===== src/rtl/line_loader.sv =====
// -----------------------------------------------------------------------------
// line_loader
//
// L1 refill / write-through engine sitting between the L1 cache controller and
// the shared memory bus.
//
//   * Read request  : fetches a whole line of LINE_WORDS words as back-to-back
//                     single-word bus reads, streams every word into the cache
//                     data RAM (fill_we/fill_idx/fill_data) and returns the
//                     requested ("critical") word on rdata.
//   * Write request : one single-word bus write (write-through).
//
// Every bus transaction uses the request / accept / busy handshake:
//   request held until bus_acc, address/data presented on the accept edge,
//   read data captured once bus_busy is low; a write completes once bus_acc
//   has dropped again.
//
// Optional feature macro:
//   LINE_LOADER_CRITICAL_WORD_FIRST_EN
//     defined   : the fill starts at the critical word and wraps around.
//     undefined : the fill always runs 0 .. LINE_WORDS-1.
//   Latency and rdata content are identical in both builds.
//
// Parameters:
//   ADDR_W      byte address width
//   DATA_W      word width (power of two, >= 8)
//   LINE_WORDS  words per line (power of two, >= 2)
//
// Ports:
//   clk        sole clock, rising edge
//   reset      asynchronous, active-high
//   rreq       line-fill request            (sampled in IDLE only)
//   wreq       single-word write request    (sampled in IDLE only)
//   addr       byte address of the request
//   wdata      write data
//   rdata      critical word of the last fill
//   miss       high while busy, low for exactly one cycle on completion
//   fill_we    one-cycle strobe: write fill_data into line slot fill_idx
//   fill_idx   word slot within the line
//   fill_data  fill word
//   bus_rreq   bus read request
//   bus_wreq   bus write request
//   bus_addr   transaction address (word aligned)
//   bus_wdata  transaction write data
//   bus_acc    bus grant / accept
//   bus_busy   read data not yet valid
//   bus_rdata  bus read data
// -----------------------------------------------------------------------------
module line_loader #(
  parameter int ADDR_W     = 32,
  parameter int DATA_W     = 32,
  parameter int LINE_WORDS = 4,
  localparam int OFS       = $clog2(DATA_W / 8),
  localparam int IW        = $clog2(LINE_WORDS)
) (
  input  logic              clk,
  input  logic              reset,
  input  logic              rreq,
  input  logic              wreq,
  input  logic [ADDR_W-1:0] addr,
  input  logic [DATA_W-1:0] wdata,
  output logic [DATA_W-1:0] rdata,
  output logic              miss,
  output logic              fill_we,
  output logic [IW-1:0]     fill_idx,
  output logic [DATA_W-1:0] fill_data,
  output logic              bus_rreq,
  output logic              bus_wreq,
  output logic [ADDR_W-1:0] bus_addr,
  output logic [DATA_W-1:0] bus_wdata,
  input  logic              bus_acc,
  input  logic              bus_busy,
  input  logic [DATA_W-1:0] bus_rdata
);

  typedef enum logic [2:0] {
    IDLE,
    RREQ,
    RDELAY,
    RWAIT,
    WREQ,
    WWAIT,
    DONE
  } state_t;

  localparam logic [IW-1:0] LAST_CNT = IW'(LINE_WORDS - 1);

  // ---------------------------------------------------------------------------
  // State and registered outputs
  // ---------------------------------------------------------------------------
  state_t              state_reg,     state_next;
  logic [ADDR_W-1:0]   addr_reg,      addr_next;
  logic [DATA_W-1:0]   wdata_reg,     wdata_next;
  logic [IW-1:0]       idx_reg,       idx_next;    // slot of the word in flight
  logic [IW-1:0]       cnt_reg,       cnt_next;    // words already captured
  logic [DATA_W-1:0]   rdata_reg,     rdata_next;
  logic                miss_reg,      miss_next;
  logic                fill_we_reg,   fill_we_next;
  logic [IW-1:0]       fill_idx_reg,  fill_idx_next;
  logic [DATA_W-1:0]   fill_data_reg, fill_data_next;
  logic                bus_rreq_reg,  bus_rreq_next;
  logic                bus_wreq_reg,  bus_wreq_next;
  logic [ADDR_W-1:0]   bus_addr_reg,  bus_addr_next;
  logic [DATA_W-1:0]   bus_wdata_reg, bus_wdata_next;

  // ---------------------------------------------------------------------------
  // Address helpers
  // ---------------------------------------------------------------------------
  // Mask clearing the byte-offset bits. Built bit by bit so that OFS = 0
  // (byte-wide words) needs no zero-width replication.
  logic [ADDR_W-1:0] word_mask;

  for (genvar gi = 0; gi < ADDR_W; gi++) begin : g_word_mask
    assign word_mask[gi] = (gi >= OFS);
  end

  // Critical word slot of the latched request.
  logic [IW-1:0] crit_idx;
  assign crit_idx = addr_reg[OFS +: IW];

  // First slot to fetch, taken from the live address while still in IDLE.
  logic [IW-1:0] start_idx;
`ifdef LINE_LOADER_CRITICAL_WORD_FIRST_EN
  assign start_idx = addr[OFS +: IW];
`else
  assign start_idx = '0;
`endif

  // Bus address of the word in flight: line base, current slot, offset zeroed.
  logic [ADDR_W-1:0] rd_addr;
  always_comb begin
    rd_addr            = addr_reg;
    rd_addr[OFS +: IW] = idx_reg;
    rd_addr            = rd_addr & word_mask;
  end

  // Write address: latched address with the byte offset dropped.
  logic [ADDR_W-1:0] wr_addr;
  assign wr_addr = addr_reg & word_mask;

  // ---------------------------------------------------------------------------
  // State register
  // ---------------------------------------------------------------------------
  always_ff @(posedge clk or posedge reset) begin
    if (reset) begin
      state_reg     <= IDLE;
      addr_reg      <= '0;
      wdata_reg     <= '0;
      idx_reg       <= '0;
      cnt_reg       <= '0;
      rdata_reg     <= '0;
      miss_reg      <= 1'b1;
      fill_we_reg   <= 1'b0;
      fill_idx_reg  <= '0;
      fill_data_reg <= '0;
      bus_rreq_reg  <= 1'b0;
      bus_wreq_reg  <= 1'b0;
      bus_addr_reg  <= '0;
      bus_wdata_reg <= '0;
    end else begin
      state_reg     <= state_next;
      addr_reg      <= addr_next;
      wdata_reg     <= wdata_next;
      idx_reg       <= idx_next;
      cnt_reg       <= cnt_next;
      rdata_reg     <= rdata_next;
      miss_reg      <= miss_next;
      fill_we_reg   <= fill_we_next;
      fill_idx_reg  <= fill_idx_next;
      fill_data_reg <= fill_data_next;
      bus_rreq_reg  <= bus_rreq_next;
      bus_wreq_reg  <= bus_wreq_next;
      bus_addr_reg  <= bus_addr_next;
      bus_wdata_reg <= bus_wdata_next;
    end
  end

  // ---------------------------------------------------------------------------
  // Next-state and output logic
  // ---------------------------------------------------------------------------
  always_comb begin
    // Everything holds by default; fill_we is a pulse and miss is only
    // released on the edge entering DONE.
    state_next     = state_reg;
    addr_next      = addr_reg;
    wdata_next     = wdata_reg;
    idx_next       = idx_reg;
    cnt_next       = cnt_reg;
    rdata_next     = rdata_reg;
    miss_next      = 1'b1;
    fill_we_next   = 1'b0;
    fill_idx_next  = fill_idx_reg;
    fill_data_next = fill_data_reg;
    bus_rreq_next  = bus_rreq_reg;
    bus_wreq_next  = bus_wreq_reg;
    bus_addr_next  = bus_addr_reg;
    bus_wdata_next = bus_wdata_reg;

    unique case (state_reg)
      IDLE: begin
        // A read wins when both requests arrive together.
        if (rreq) begin
          addr_next     = addr;
          idx_next      = start_idx;
          cnt_next      = '0;
          bus_rreq_next = 1'b1;
          state_next    = RREQ;
        end else if (wreq) begin
          addr_next     = addr;
          wdata_next    = wdata;
          bus_wreq_next = 1'b1;
          state_next    = WREQ;
        end
      end

      RREQ: begin
        if (bus_acc) begin
          bus_addr_next = rd_addr;
          bus_rreq_next = 1'b0;
          state_next    = RDELAY;
        end
      end

      // The bus needs one cycle before bus_busy is meaningful.
      RDELAY: begin
        state_next = RWAIT;
      end

      RWAIT: begin
        if (!bus_busy) begin
          fill_we_next   = 1'b1;
          fill_idx_next  = idx_reg;
          fill_data_next = bus_rdata;
          if (idx_reg == crit_idx) begin
            rdata_next = bus_rdata;
          end
          if (cnt_reg == LAST_CNT) begin
            miss_next  = 1'b0;
            state_next = DONE;
          end else begin
            // Slot index wraps naturally at IW bits.
            idx_next      = idx_reg + IW'(1);
            cnt_next      = cnt_reg + IW'(1);
            bus_rreq_next = 1'b1;
            state_next    = RREQ;
          end
        end
      end

      WREQ: begin
        if (bus_acc) begin
          bus_addr_next  = wr_addr;
          bus_wdata_next = wdata_reg;
          bus_wreq_next  = 1'b0;
          state_next     = WWAIT;
        end
      end

      // The write is complete once the bus releases its accept.
      WWAIT: begin
        if (!bus_acc) begin
          miss_next  = 1'b0;
          state_next = DONE;
        end
      end

      DONE: begin
        state_next = IDLE;
      end

      default: begin
        state_next = IDLE;
      end
    endcase
  end

  // ---------------------------------------------------------------------------
  // Outputs
  // ---------------------------------------------------------------------------
  assign rdata     = rdata_reg;
  assign miss      = miss_reg;
  assign fill_we   = fill_we_reg;
  assign fill_idx  = fill_idx_reg;
  assign fill_data = fill_data_reg;
  assign bus_rreq  = bus_rreq_reg;
  assign bus_wreq  = bus_wreq_reg;
  assign bus_addr  = bus_addr_reg;
  assign bus_wdata = bus_wdata_reg;

endmodule


===== config.mk =====
export PLATFORM = sky130hd
export DESIGN_NAME = line_loader
export DESIGN_NICKNAME = d
export VERILOG_FILES = /design/src/rtl/line_loader.sv
export SDC_FILE = /design/constraint.sdc
export NUM_CORES = 1
export LEC_CHECK = 0
export CAP_MARGIN = 5
export CORE_UTILIZATION = 42
export DETAILED_ROUTE_END_ITERATION = 8
export MAX_ROUTING_LAYER = met4
export PLACE_DENSITY = 0.76
export SLEW_MARGIN = 30
export SYNTH_ARGS = -nofsm -noshare
export SYNTH_HDL_FRONTEND = slang
export SYNTH_SLANG_ARGS = --single-unit

===== constraint.sdc =====
create_clock -name clk -period 6.45 [get_ports clk]
set_clock_uncertainty 0.2 [all_clocks]
set_input_delay 1.29 -clock clk [delete_from_list [all_inputs] [get_ports clk]]
set_output_delay 1.29 -clock clk [all_outputs]
set_load 0.05 [all_outputs]

==> impl_metrics.json <==
{
  "ys_seq_elements": 201,
  "rsz0062_at_grt": "false",
  "dp_hpwl_mm": 11.61,
  "ys_types": 38,
  "critPathMaxFanout": 32,
  "hold_viol": 0,
  "hold-worst-slack_ns": 0.2738,
  "layout_common_cells": "clkdlybuf4s50_1, dfrtp_1, mux2_2",
  "critPathLaunchType": "input port",
  "drt-wirelength-per-cell_um": 17.46,
  "cts_resized": 0,
  "leakage_uw": 0.004759,
  "min_period_over_period_pct": 51.45,
  "grt_pass1_vias": 5151,
  "grt_start_max_net_pins": 202,
  "grt.met3_usage_pct": 3.874,
  "antenna_cells": 0,
  "grt_overflow_total": 0,
  "max_freq_mhz": 301.4,
  "core.rowCount": 49,
  "totalWireLength_mm": 16.95,
  "io_pins": 236,
  "vias": 4826,
  "clk_pin_slew_worst_paths_ns": 0.06,
  "coreArea_mm2": 0.01802,
  "htreeDepth": 1,
  "grt_util_met2_pct": 31.97,
  "syn_area_mm2": 0.007765,
  "yosysWarnings": 0,
  "status": "complete, no violations",
  "synth_area_per_cell_um2": 15.91,
  "vias_per_cell": 4.970,
  "relSlewSlack_pct": 59.07,
  "port_buffers": 231,
  "clockBufferDepth": 3,
  "crit_arrival_ns": 3.47,
  "nets": 829,
  "met1_usage_pct": 20.84,
  "grt_pass1_wl_mm": 26.36,
  "tightestPinTransition_ns": 0.6139,
  "cts_tree": "built",
  "required_ns": 6.60,
  "synth_top_area_share_pct": 64.45,
  "power.total_uw": 6637,
  "antenna_found_initial": 0,
  "area_growth_pct": 42.23,
  "initial_utilization_pct": 43.08,
  "die_area_mm2": 0.01904,
  "max-cap-violations": 0,
  "syn_inst": 488,
  "ys_seq_area_share_pct": 64.79,
  "power_density_mw_per_mm2": 601.0,
  "busiest_layer": "met2",
  "cp-end-kind": "flop",
  "cts_buffers": 22,
  "drt_iter0_markers": 146,
  "finalSetupTns_ns": 0,
  "ant_nets": 0,
  "drc_errors": 0,
  "slew_violations": 0,
  "cts_hold_buf": 0,
  "grt.total_usage_pct": 18.19,
  "finalCriticalPeriod_ns": 3.318,
  "setup_violations": 0,
  "cts_setup_buffers": 0,
  "yosys-top-cells-area": "dfrtp_1, mux2_2, mux2_1, buf_2, buf_6",
  "root_buffer": "clkbuf_16",
  "final_common_cell": "clkdlybuf4s50_1",
  "place_congestion": 0.7949,
  "die_w_um": 138.0,
  "crit_type": "input port to flop",
  "clock_latency_ns": 0.49,
  "numClockSinks": 201,
  "min_path_type": "flop to flop",
  "drive_above_1_share_pct": 20.75,
  "yosys.area.top_type": "dfrtp_1",
  "ir_drop_mv": 0.3534,
  "die_y_um": 138.0,
  "nFillCells": 1378,
  "drtPass1Iterations": 4
}
final cells by class:
class / count / area, um2 / share of cell area (%)
Multi-Input combinational cell: 259 / 2554 / 23.12
Tap cell: 229 / 286.5 / 2.594
Sequential cell: 201 / 5031 / 45.55
Timing Repair Buffer: 238 / 2417 / 21.89
Inverter: 4 / 18.77 / 0.1699
Clock buffer: 31 / 635.6 / 5.755
Clock inverter: 9 / 101.3 / 0.9176
cell families (layout without fill, tap and decap cells):
group	after synthesis	in the layout	share of synthesized area, %
buffers and inverters	29	282	2.401
flip-flops	201	201	64.79
AO/OA/AOI/OAI	24	24	1.869
XOR/XNOR	3	3	0.3384
AND/OR/NAND/NOR	38	38	2.739
other	1	2	0.04829
adder cells (fa/ha/maj)	1	1	0.1611
multiplexers	191	191	27.65
cells in the mapped netlist:
| library cell | number |
|---|---|
| xor2_1 | 1 |
| a221o_1 | 1 |
| nor3b_1 | 1 |
| conb_1 | 1 |
| and2_1 | 1 |
| nor2_4 | 1 |
| o21ba_2 | 1 |
| mux2_2 | 102 |
| mux2i_1 | 3 |
| a21oi_1 | 3 |
| dfstp_2 | 1 |
| xnor2_1 | 2 |
| nand3_4 | 1 |
| nand3b_1 | 2 |
| nand2_1 | 13 |
| nor4bb_1 | 1 |
| o21ai_0 | 11 |
| buf_2 | 14 |
| clkbuf_1 | 1 |
| mux2_1 | 86 |
| or2_2 | 1 |
| o31ai_1 | 2 |
| nor2_1 | 9 |
| dfrtp_1 | 200 |
| nand2b_2 | 1 |
| ha_1 | 1 |
| nand4_1 | 1 |
| nand3b_2 | 1 |
| nor2_2 | 1 |
| inv_1 | 4 |
| o21bai_1 | 1 |
| buf_4 | 4 |
| a22oi_1 | 1 |
| o22ai_1 | 2 |
| nand2b_1 | 3 |
| nor3_1 | 1 |
| buf_6 | 6 |
| a31oi_1 | 2 |
power by group:
part           internal (uW)  total, uW  switching (uW)
Sequential              1860       2200             338
Combinational           1230       3180            1950
Clock                    769       1250             481
path summary, 6_finish.rpt:
kind / depth (start not counted) / endpoint / slack [ns] / start
max reg2reg: 4 / rdata[6] / 3.60 / state_reg[0]
max: 4 / rdata[6] / 3.13 / bus_busy
min in group asynchronous: 3 / fill_data[13] / 1.07 / reset
min: 1 / bus_addr[13] / 0.27 / addr_reg[13]
min reg2reg: 1 / bus_addr[13] / 0.27 / addr_reg[13]
max in group asynchronous: 4 / addr_reg[12] / 4.05 / reset
worst max-delay path, cell delays in order:
cell	delay [ns]
clkdlybuf4s50_1	0.54
nor2_4	0.55
nand3_4	0.58
mux2_1	0.50
stage by stage:
step	setup WS (ns)	cells	cell area, um2	utilization, %
after CTS	3.107	970	11020	61.12
after floorplan	2.358	489	7772	-
final	3.132	971	11040	61.27
after detailed placement	2.612	930	10280	57.03
after global routing	3.015	971	11040	61.27
after global placement	2.125	929	10250	56.88
routing by layer:
metal,part of all wire (%),up-vias
met4,2.1,0
met2,51,173
met1,39,2431
met5,0,-
met3,7.1,30
li1,-,2192
Power figures use the tool's default switching activity.
